File: config.mk
export PLATFORM = sky130hd
export DESIGN_NAME = apu_mixer_nch
export DESIGN_NICKNAME = d
export VERILOG_FILES = /design/src/rtl/apu_pkg.sv /design/src/rtl/apu_tone_ch.sv /design/src/rtl/apu_mixer_nch.sv
export SDC_FILE = /design/constraint.sdc
export NUM_CORES = 1
export LEC_CHECK = 0
export ABC_AREA = 0
export CAP_MARGIN = 40
export CORE_MARGIN = 2
export CORE_UTILIZATION = 40
export CTS_CLUSTER_SIZE = 20
export DETAILED_ROUTE_END_ITERATION = 10
export DONT_BUFFER_PORTS = 1
export PLACE_DENSITY = 0.56
export SYNTH_ARGS = -nofsm -noshare
export SYNTH_HDL_FRONTEND = slang
export SYNTH_SLANG_ARGS = --single-unit
File: constraint.sdc
create_clock -name clk -period 4.7 [get_ports clk]
set_input_delay 1.41 -clock clk [delete_from_list [all_inputs] [get_ports clk]]
set_output_delay 1.41 -clock clk [all_outputs]
set_load 0.05 [all_outputs]
File: src/rtl/apu_pkg.sv
// Shared constants and helpers for the VGA-timed audio unit.
package apu_pkg;

  localparam int          LFSR_W      = 13;
  localparam logic [12:0] LFSR_SEED   = 13'h0001;
  // Taps for x^13+x^12+x^11+x^8+1, i.e. feedback from bits 12, 11, 10 and 7.
  localparam logic [12:0] LFSR_TAPS   = 13'h1C80;
  localparam int          VGA_H_TOTAL = 800;
  localparam int          VGA_V_TOTAL = 525;

  function automatic logic [31:0] rest_period(input int w);
    return (32'd1 << w) - 32'd1;
  endfunction

  function automatic int env_max(input int w);
    return (1 << w) - 1;
  endfunction

endpackage

File: src/rtl/apu_tone_ch.sv
// One square-wave tone channel: scanline period counter, phase and decaying envelope.
module apu_tone_ch
  import apu_pkg::*;
#(
  parameter int PERIOD_W = 9,
  parameter int ENV_W    = 5,
  parameter int ENV_DIV  = 1
) (
  input  logic                clk,
  input  logic                rst_n,
  input  logic                i_line_tick,
  input  logic                i_frame_tick,
  input  logic [PERIOD_W-1:0] i_period,
  input  logic                i_trig,
  output logic                o_phase,
  output logic [ENV_W-1:0]    o_env
);

  localparam logic [PERIOD_W-1:0] REST     = PERIOD_W'(rest_period(PERIOD_W));
  localparam logic [ENV_W-1:0]    ENV_MAX  = ENV_W'(env_max(ENV_W));
  localparam logic [3:0]          DIV_LAST = 4'(ENV_DIV - 1);

  logic [PERIOD_W-1:0] r_cnt;
  logic                r_phase;
  logic [ENV_W-1:0]    r_env;
  logic [3:0]          r_div;

  // Using >= lets the counter recover at once when the period shrinks below it.
  always_ff @(posedge clk) begin
    if (!rst_n) begin
      r_cnt   <= '0;
      r_phase <= 1'b0;
    end else if (i_period == REST) begin
      r_cnt   <= '0;
      r_phase <= 1'b0;
    end else if (i_line_tick) begin
      if (r_cnt >= i_period) begin
        r_cnt   <= '0;
        r_phase <= ~r_phase;
      end else begin
        r_cnt <= r_cnt + PERIOD_W'(1);
      end
    end
  end

  // A trigger outranks a coincident decrement; retrigger leaves the phase alone.
  always_ff @(posedge clk) begin
    if (!rst_n) begin
      r_env <= '0;
      r_div <= '0;
    end else if (i_trig) begin
      r_env <= ENV_MAX;
      r_div <= '0;
    end else if (i_frame_tick) begin
      if (r_div == DIV_LAST) begin
        r_div <= '0;
        if (r_env != '0) r_env <= r_env - ENV_W'(1);
      end else begin
        r_div <= r_div + 4'd1;
      end
    end
  end

  assign o_phase = r_phase;
  assign o_env   = r_env;

endmodule

File: src/rtl/apu_mixer_nch.sv
// Multi-channel tone + noise audio unit mixed into a scanline-carrier PWM bit.
module apu_mixer_nch
  import apu_pkg::*;
#(
  parameter int NUM_TONE  = 2,
  parameter int PERIOD_W  = 9,
  parameter int ENV_W     = 5,
  parameter int ENV_DIV   = 1,
  parameter int NOISE_DIV = 2,
  parameter int MIX_SCALE = 2
) (
  input  logic                         clk,
  input  logic                         rst_n,
  input  logic [9:0]                   x,
  input  logic [9:0]                   y,
  input  logic [NUM_TONE*PERIOD_W-1:0] tone_period,
  input  logic [NUM_TONE-1:0]          tone_trig,
  input  logic                         noise_trig,
  input  logic [NUM_TONE:0]            ch_mute,
  output logic [NUM_TONE:0]            ch_active,
  output logic                         audio_out
);

  localparam int NCH   = NUM_TONE + 1;
  localparam int SUM_W = ENV_W + $clog2(NCH);
  localparam int MIX_W = SUM_W + MIX_SCALE;
  localparam int CMP_W = (MIX_W > 10) ? MIX_W : 10;

  localparam logic [ENV_W-1:0] ENV_MAX   = ENV_W'(env_max(ENV_W));
  localparam logic [3:0]       DIV_LAST  = 4'(ENV_DIV - 1);
  localparam logic [2:0]       NDIV_LAST = 3'(NOISE_DIV - 1);

  logic                 r_xZeroPrev;
  logic                 w_xZero;
  logic                 w_lineTick;
  logic                 w_frameTick;
  logic [NCH-1:0]       w_phase;
  logic [NCH*ENV_W-1:0] w_envFlat;
  logic [SUM_W-1:0]     w_sum;
  logic [MIX_W-1:0]     r_mixLatch;
  logic [LFSR_W-1:0]    r_lfsr;
  logic [2:0]           r_noiseDiv;
  logic [ENV_W-1:0]     r_noiseEnv;
  logic [3:0]           r_noiseEnvDiv;

  // Only the first cycle of x==0 counts, so a stalled hpos cannot multi-tick.
  assign w_xZero     = (x == 10'd0);
  assign w_lineTick  = w_xZero && !r_xZeroPrev;
  assign w_frameTick = w_lineTick && (y == 10'd0);

  for (genvar k = 0; k < NUM_TONE; k++) begin : g_tone
    apu_tone_ch #(
      .PERIOD_W(PERIOD_W),
      .ENV_W   (ENV_W),
      .ENV_DIV (ENV_DIV)
    ) u_ch (
      .clk         (clk),
      .rst_n       (rst_n),
      .i_line_tick (w_lineTick),
      .i_frame_tick(w_frameTick),
      .i_period    (tone_period[k*PERIOD_W +: PERIOD_W]),
      .i_trig      (tone_trig[k]),
      .o_phase     (w_phase[k]),
      .o_env       (w_envFlat[k*ENV_W +: ENV_W])
    );
  end

  always_ff @(posedge clk) begin
    if (!rst_n) begin
      r_lfsr     <= LFSR_SEED;
      r_noiseDiv <= '0;
    end else if (w_lineTick) begin
      if (r_noiseDiv == NDIV_LAST) begin
        r_noiseDiv <= '0;
        r_lfsr     <= {r_lfsr[LFSR_W-2:0], ^(r_lfsr & LFSR_TAPS)};
      end else begin
        r_noiseDiv <= r_noiseDiv + 3'd1;
      end
    end
  end

  always_ff @(posedge clk) begin
    if (!rst_n) begin
      r_noiseEnv    <= '0;
      r_noiseEnvDiv <= '0;
    end else if (noise_trig) begin
      r_noiseEnv    <= ENV_MAX;
      r_noiseEnvDiv <= '0;
    end else if (w_frameTick) begin
      if (r_noiseEnvDiv == DIV_LAST) begin
        r_noiseEnvDiv <= '0;
        if (r_noiseEnv != '0) r_noiseEnv <= r_noiseEnv - ENV_W'(1);
      end else begin
        r_noiseEnvDiv <= r_noiseEnvDiv + 4'd1;
      end
    end
  end

  assign w_phase[NUM_TONE]                 = r_lfsr[0];
  assign w_envFlat[NUM_TONE*ENV_W +: ENV_W] = r_noiseEnv;

  for (genvar k = 0; k < NCH; k++) begin : g_active
    assign ch_active[k] = (w_envFlat[k*ENV_W +: ENV_W] != '0);
  end

  always_comb begin
    w_sum = '0;
    for (int i = 0; i < NCH; i++) begin
      if (w_phase[i] && !ch_mute[i]) w_sum = w_sum + SUM_W'(w_envFlat[i*ENV_W +: ENV_W]);
    end
  end

  // The latch samples pre-tick channel state and holds the duty for the whole line.
  always_ff @(posedge clk) begin
    if (!rst_n) begin
      r_xZeroPrev <= 1'b0;
      r_mixLatch  <= '0;
      audio_out   <= 1'b0;
    end else begin
      r_xZeroPrev <= w_xZero;
      if (w_lineTick) r_mixLatch <= MIX_W'(w_sum) << MIX_SCALE;
      audio_out <= (CMP_W'(x) < CMP_W'(r_mixLatch));
    end
  end

endmodule

* Word-level counts from Yosys, hierarchy flattened *
Cells that the tools add are included.
W data, S select, Z words.

storage, ports and cells
  flip-flop bits (word level) = 72
  output and inout port bits = 4

operators by class
  $add $sub $neg = 11
  $lt $le $gt $ge = 3
  equality and inequality tests = 3
  multiplexer cells = 21
  bitwise logic cells = 3
  reduce and logical (&&, ||, !) cells = 38

operators by type and width
  operator               number
  $mux W5                13
  $logic_not A10 Y1      2
  $add A9 B1 Y9 const B  2
  $eq A9 B9 Y1 const B   2
  $ge A9 B9 Y1           2
  $mux W9                2
  $reduce_bool A2 Y1     9
  $reduce_bool A5 Y1     3
  $sub A5 B1 Y5 const B  3
  $add A7 B5 Y7          2
  $mux W7                2
  $reduce_xor A13 Y1     1
  $add A4 B1 Y4 const B  3
  $logic_not A4 Y1       3
  $mux W4                3
  $lt A10 B9 Y1          1
  $reduce_or A2 Y1       5
  $reduce_and A3 Y1      3
  $reduce_and A2 Y1      3
  $logic_and A1 B1 Y1    5
  $logic_not A1 Y1       4
  $add A3 B1 Y3 const B  1
  $eq A3 B1 Y1 const B   1
  $mux W3                1
  $not A1 Y1             3

* Logic depth before layout (Yosys ltp) *
  depth in word-level cells = 7
  mapped depth = 14

* Cells and area by module *
Synthesis repeated with hierarchy kept, for this count alone.

second synthesis, totals
  cell total of the unflattened synthesis = 580
  area total of the unflattened synthesis = 4,768.3 µm²

by module, submodules not included
  module                         times used  cells an instance  area an instance (µm²)  sequential area each (µm²)
  apu_mixer_nch                  1           294                2,301.0                 680.7
  apu_tone_ch at g_tone[0].u_ch  1           147                1,261.2                 380.4
  apu_tone_ch at g_tone[1].u_ch  1           139                1,206.2                 380.4

* Worst setup path after synthesis *
No wires, ideal clock.

  path type = input -> register
  from = in ch_mute[0]
  to = reg r_mixLatch[8]
  setup time = 0.058 ns
  arrival = 3.907 ns
  data required time = 4.642 ns
  slack = 0.734 ns
  cell stages on the path = 14
  path buffers = 0
  cell sequence = nor2b_1 > nand2_1 > xnor2_1 > ha_1 > a21oi_1 > xnor2_1 > a21oi_1 > a31o_2 > ha_1 > a21o_1 > a21oi_1 > nand2b_1 > a2111oi_0 > o21a_1

between the ends
  cells in the longest elaborated chain, start to end = 7

RTL lines
  element                line                  RTL
  start, declared        apu_mixer_nch.sv:19   input logic [NUM_TONE:0] ch_mute,
  $logic_not A1 Y1 *     apu_mixer_nch.sv:109  if (w_phase[i] && !ch_mute[i]) w_sum = w_sum + SUM_W'(w_envFlat[i*ENV_W +: ENV_W]);
  $logic_and A1 B1 Y1 *  apu_mixer_nch.sv:109
  $mux W5 *              apu_mixer_nch.sv:109
  $add A7 B5 Y7          apu_mixer_nch.sv:109
  $mux W7 *              apu_mixer_nch.sv:109
  $add A7 B5 Y7          apu_mixer_nch.sv:109
  $mux W7 *              apu_mixer_nch.sv:109
  end signal, assigned   apu_mixer_nch.sv:121  if (w_lineTick) r_mixLatch <= MIX_W'(w_sum) << MIX_SCALE;
  end, declared          apu_mixer_nch.sv:40   logic [MIX_W-1:0] r_mixLatch;

Every way passes the cells marked *; elsewhere a longest branch is shown, timed or not.
A chain may end at the register's enable or synchronous reset.

* Worst setup path in the final report *
Ends and elaborated chain as after synthesis.

==> summary.txt <==
Global routing
  • Vias in the first global route: ~3,800
  • Pin count of the biggest net entering global routing: 45
  • First-pass GRT wire length: 18,200 um
  • Total GRT Usage: 17.2%
  • Grt ovf: 0
  • Antenna violations before repair: 0

Critical path
  • Critical path buffer and inverter count: 1
  • Slowest-stage cell, CP: a2111oi_0
  • Worst R2R Setup Slack: 1510 ps
  • Top Family by Delay on Critical Path: compound AO/OA/AOI/OAI gates
  • CP Max Fanout: 7
  • WP data required: ~5000 ps
  • RR Startpoint: g_tone[0].u_ch.o_phase
  • Setup Crit Path Kind: in2reg
  • Worst-path cell chain: nor2b_1 -> buf_4 -> nand2_1 -> xnor2_1 -> ha_1 -> a21oi_1 -> xnor2_1 -> a21oi_1 -> a31o_2 -> ha_1 -> a21o_1 -> a21oi_1 -> nand2b_1 -> a2111oi_0 -> o21a_1
  • Worst path arrival time: approximately 4000 ps
  • Crit end category: flip-flop
  • CP max stage delay: 420 ps
  • Worst R2R End: r_mixLatch[8]
  • Reg2Reg Depth: 15
  • Nature of the critical path startpoint: input port
  • CP most frequent cell: a21oi_1

Clock tree
  • Setup Fix Bufs, Post-CTS: 0
  • Later-pin clock latency in the skew report: 330 ps
  • Clock sink count: 72
  • Clk root buf: clkbuf_16
  • CTS tree: built
  • Inserted Clock Buffers: 9
  • Clock transition at path regs: roughly 60 ps
  • Clk buf depth: 2
  • H-tree Lvls: 3
  • Resized cells post-CTS: 0
  • CTS Hold Bufs: 0

Floorplan
  • Initial core utilization: 41.4%
  • Die area: about 13,000 um2
  • Core Rows: 39
  • Core Region: 11,600 um2
  • Die H: 113 um
  • DIE WIDTH: 113 um
  • Io pins: 50

Synth
  • Ys async rst share: 0%
  • Number of synthesized flops with an enable pin: 0
  • Post-synth net total: 697
  • Syn. warnings: 0
  • Synthesized area per cell: roughly 8 um2
  • Top FF cell, synth: dfxtp_1
  • Mapped cell area: 4780 um2
  • Mapped Cells: between 600 and 700
  • Register area share after synthesis: roughly 30%
  • Distinct cells, synth: 64
  • Register bit total from synthesis: 72

Timing
  • Fin crit period: 3750 ps
  • Fmax: 0.267 GHz
  • Clk_skew: 7.84 ps
  • Final Slew Violations: 0
  • Final setup violating endpoints: 0
  • Final Hold Slack: roughly 450 ps
  • Unrepaired setup endpoints after global routing: false
  • Sum Neg Setup Slack: 0 ps
  • Final worst slack: 950 ps
  • Tightest Pin Transition: 834 ps
  • Period utilization: 79.8%
  • Final hold violation count: 0
  • Slew headroom: 44.2%

Placed design
  • Port bufs: 0
  • Placed insts: 723
  • Dpl cell area: 4890 um2
  • Detail Placement HPWL: 7720 um
  • Worst slack at placement: 594 ps
  • Gpl congestion: a little over 0.9

Min path
  • Class of the worst hold path: reg2reg
  • Hold EP: r_lfsr[1]
  • Hold path cells: 2
  • Hold path start: r_lfsr[1]

Power
  • Peak supply drop: around 0.00018 V
  • Total power draw: between 1 and 1.5 mW
  • P per Cell Area: 281 nW/um2
  • P_leak: ~2 nW

Cells and area
  • Area of the multi-input gates: 3040 um2
  • Final Instance Area: 5230 um2
  • Layout fillers: ~1,200
  • Layout net count: 688
  • Utilization after layout: 45.2%
  • Area Overhead vs Synth: 9.23%
  • Post-route non-filler standard cell count: 741
  • Seq. cell area: 1440 um2
  • Fraction of layout cells with a size suffix above 1: about 6.4%
  • Antenna Cells: 0

Drt
  • DR iter-0 viols: between 150 and 200
  • First-pass DRT Iterations: 6
  • Routed Antenna Nets: 0
  • Vias after detailed routing: 4,149
  • DRC violations left: 0
  • Routed wire length: 10,600 um
  • Routed vias/inst: 5.60
  • WL/cell: 14.3 um

Run
  • Max-cap violations: 0

Outcome
  • Status: finished, final reports clean
-- per-layer routing --
metal  up-vias  routed length, um  part of all wire [%]  GRT usage [%]
li1       2147                  -                     -              -
met1      1933               5410                    51           23.8
met2        56               4680                    44           26.5
met3        13                378                   3.6           4.20
met4         0                155                   1.5           5.45
met5         -                  0                     0              0
-- worst reg2reg max path, delay by kind of cell (launching register included) --
family / cells / cell delay [ps]
buffers and inverters: 1 / 150
AND/OR/NAND/NOR: 3 / 380
flip-flops: 1 / 440
XOR/XNOR: 2 / 290
adder cells (fa/ha/maj): 2 / 560
AO/OA/AOI/OAI: 7 / 1310
-- cells by family (layout without fill, tap and decap cells) --
family | Yosys count | count (layout) | share of synthesized area [%]
XOR/XNOR | 19 | 19 | 3.48
multiplexers | 8 | 8 | 1.70
buffers and inverters | 77 | 73 | 6.28
AO/OA/AOI/OAI | 153 | 153 | 20.5
adder cells (fa/ha/maj) | 49 | 49 | 13.0
flip-flops | 72 | 72 | 30.1
AND/OR/NAND/NOR | 224 | 224 | 25.0
-- state kept, by name, summed over array words and instances (netlist names) --
| register | flops |
|---|---|
| g_tone.u_ch.r_cnt | 18 |
| g_tone.u_ch.o_phase | 2 |
| g_tone.u_ch.r_div | 8 |
| r_xZeroPrev | 1 |
| r_noiseDiv | 3 |
| g_tone.u_ch.o_env | 10 |
| audio_out | 1 |
| r_mixLatch | 7 |
| r_noiseEnvDiv | 4 |
| r_noiseEnv | 5 |
| r_lfsr | 13 |
-- how the worst max path moves through the flow --
| stage | from | endpoint | cells after the start |
|---|---|---|---|
| floorplan | ch_mute[0] | r_mixLatch[8] | 14 |
| global placement | ch_mute[0] | r_mixLatch[8] | 15 |
| detailed placement | ch_mute[0] | r_mixLatch[8] | 15 |
| CTS | ch_mute[0] | r_mixLatch[8] | 15 |
| global route | ch_mute[0] | r_mixLatch[8] | 15 |
| finish | ch_mute[0] | r_mixLatch[8] | 15 |
-- power breakdown --
| group | internal (mW) | leakage, nW | switching (mW) | total, mW |
|---|---|---|---|---|
| clock network | 0.467 | 0.149 | 0.265 | 0.732 |
| registers | 0.620 | 0.585 | 0.0174 | 0.638 |
| logic | 0.0391 | 1.22 | 0.0572 | 0.0963 |
| total | 1.13 | 1.95 | 0.340 | 1.47 |
-- final cells by class --
cell class / count / area share [%]
flip-flops and latches: 72 / 27.6
multi-input cells: 453 / 58.2
clock buffers: 10 / 4.38
clock inverters: 6 / 1.77
well taps: 143 / 3.42
inverters: 49 / 3.52
repair buffers: 8 / 1.10
-- cells in the mapped netlist (2+ instances only) --
master | number | area share, %
dfxtp_1 | 72 | 30
nand2_1 | 67 | 5.3
inv_1 | 49 | 3.8
ha_1 | 48 | 13
a21oi_1 | 43 | 4.5
nor2_1 | 34 | 2.7
nand3_1 | 31 | 3.2
clkbuf_1 | 23 | 1.8
nor3_1 | 19 | 2.0
o21a_1 | 14 | 2.2
o21ai_1 | 14 | 1.5
xnor2_1 | 14 | 2.6
o22ai_1 | 13 | 1.7
o211ai_1 | 12 | 1.9
a31oi_1 | 11 | 1.4
o21ai_0 | 10 | 1.0
nor4_1 | 9 | 1.2
and2_1 | 8 | 1.0
mux2i_1 | 7 | 1.5
nand2b_1 | 7 | 0.92
o31a_1 | 6 | 1.1
a21o_1 | 5 | 0.78
nor2b_1 | 5 | 0.65
or2_2 | 5 | 0.65
or4_1 | 5 | 0.78
xor2_1 | 5 | 0.92
a211oi_1 | 4 | 0.63
nand4_1 | 4 | 0.52
nor3b_1 | 4 | 0.63
buf_2 | 3 | 0.31
nand3b_1 | 3 | 0.47
nand4b_1 | 3 | 0.55
nor4b_1 | 3 | 0.55
o31ai_1 | 3 | 0.47
or3_1 | 3 | 0.39
a2111oi_0 | 2 | 0.37
a211o_1 | 2 | 0.37
a21boi_1 | 2 | 0.31
a311oi_1 | 2 | 0.37
and3b_1 | 2 | 0.37
nor4_4 | 2 | 0.89
o41ai_1 | 2 | 0.37
-- placed cells by master, fill, tap and decap left out, types with 8 or more instances in the layout --
| master | n |
|---|---|
| o211ai_1 | 12 |
| xnor2_1 | 14 |
| and2_1 | 8 |
| a31oi_1 | 11 |
| ha_1 | 48 |
| o21ai_0 | 10 |
| o21a_1 | 14 |
| nand2_1 | 67 |
| inv_1 | 49 |
| dfxtp_1 | 72 |
| nand3_1 | 31 |
| nor3_1 | 19 |
| o22ai_1 | 13 |
| clkbuf_16 | 9 |
| o21ai_1 | 14 |
| a21oi_1 | 43 |
| nor4_1 | 9 |
| nor2_1 | 34 |
(Power assumes the default switching activity.)
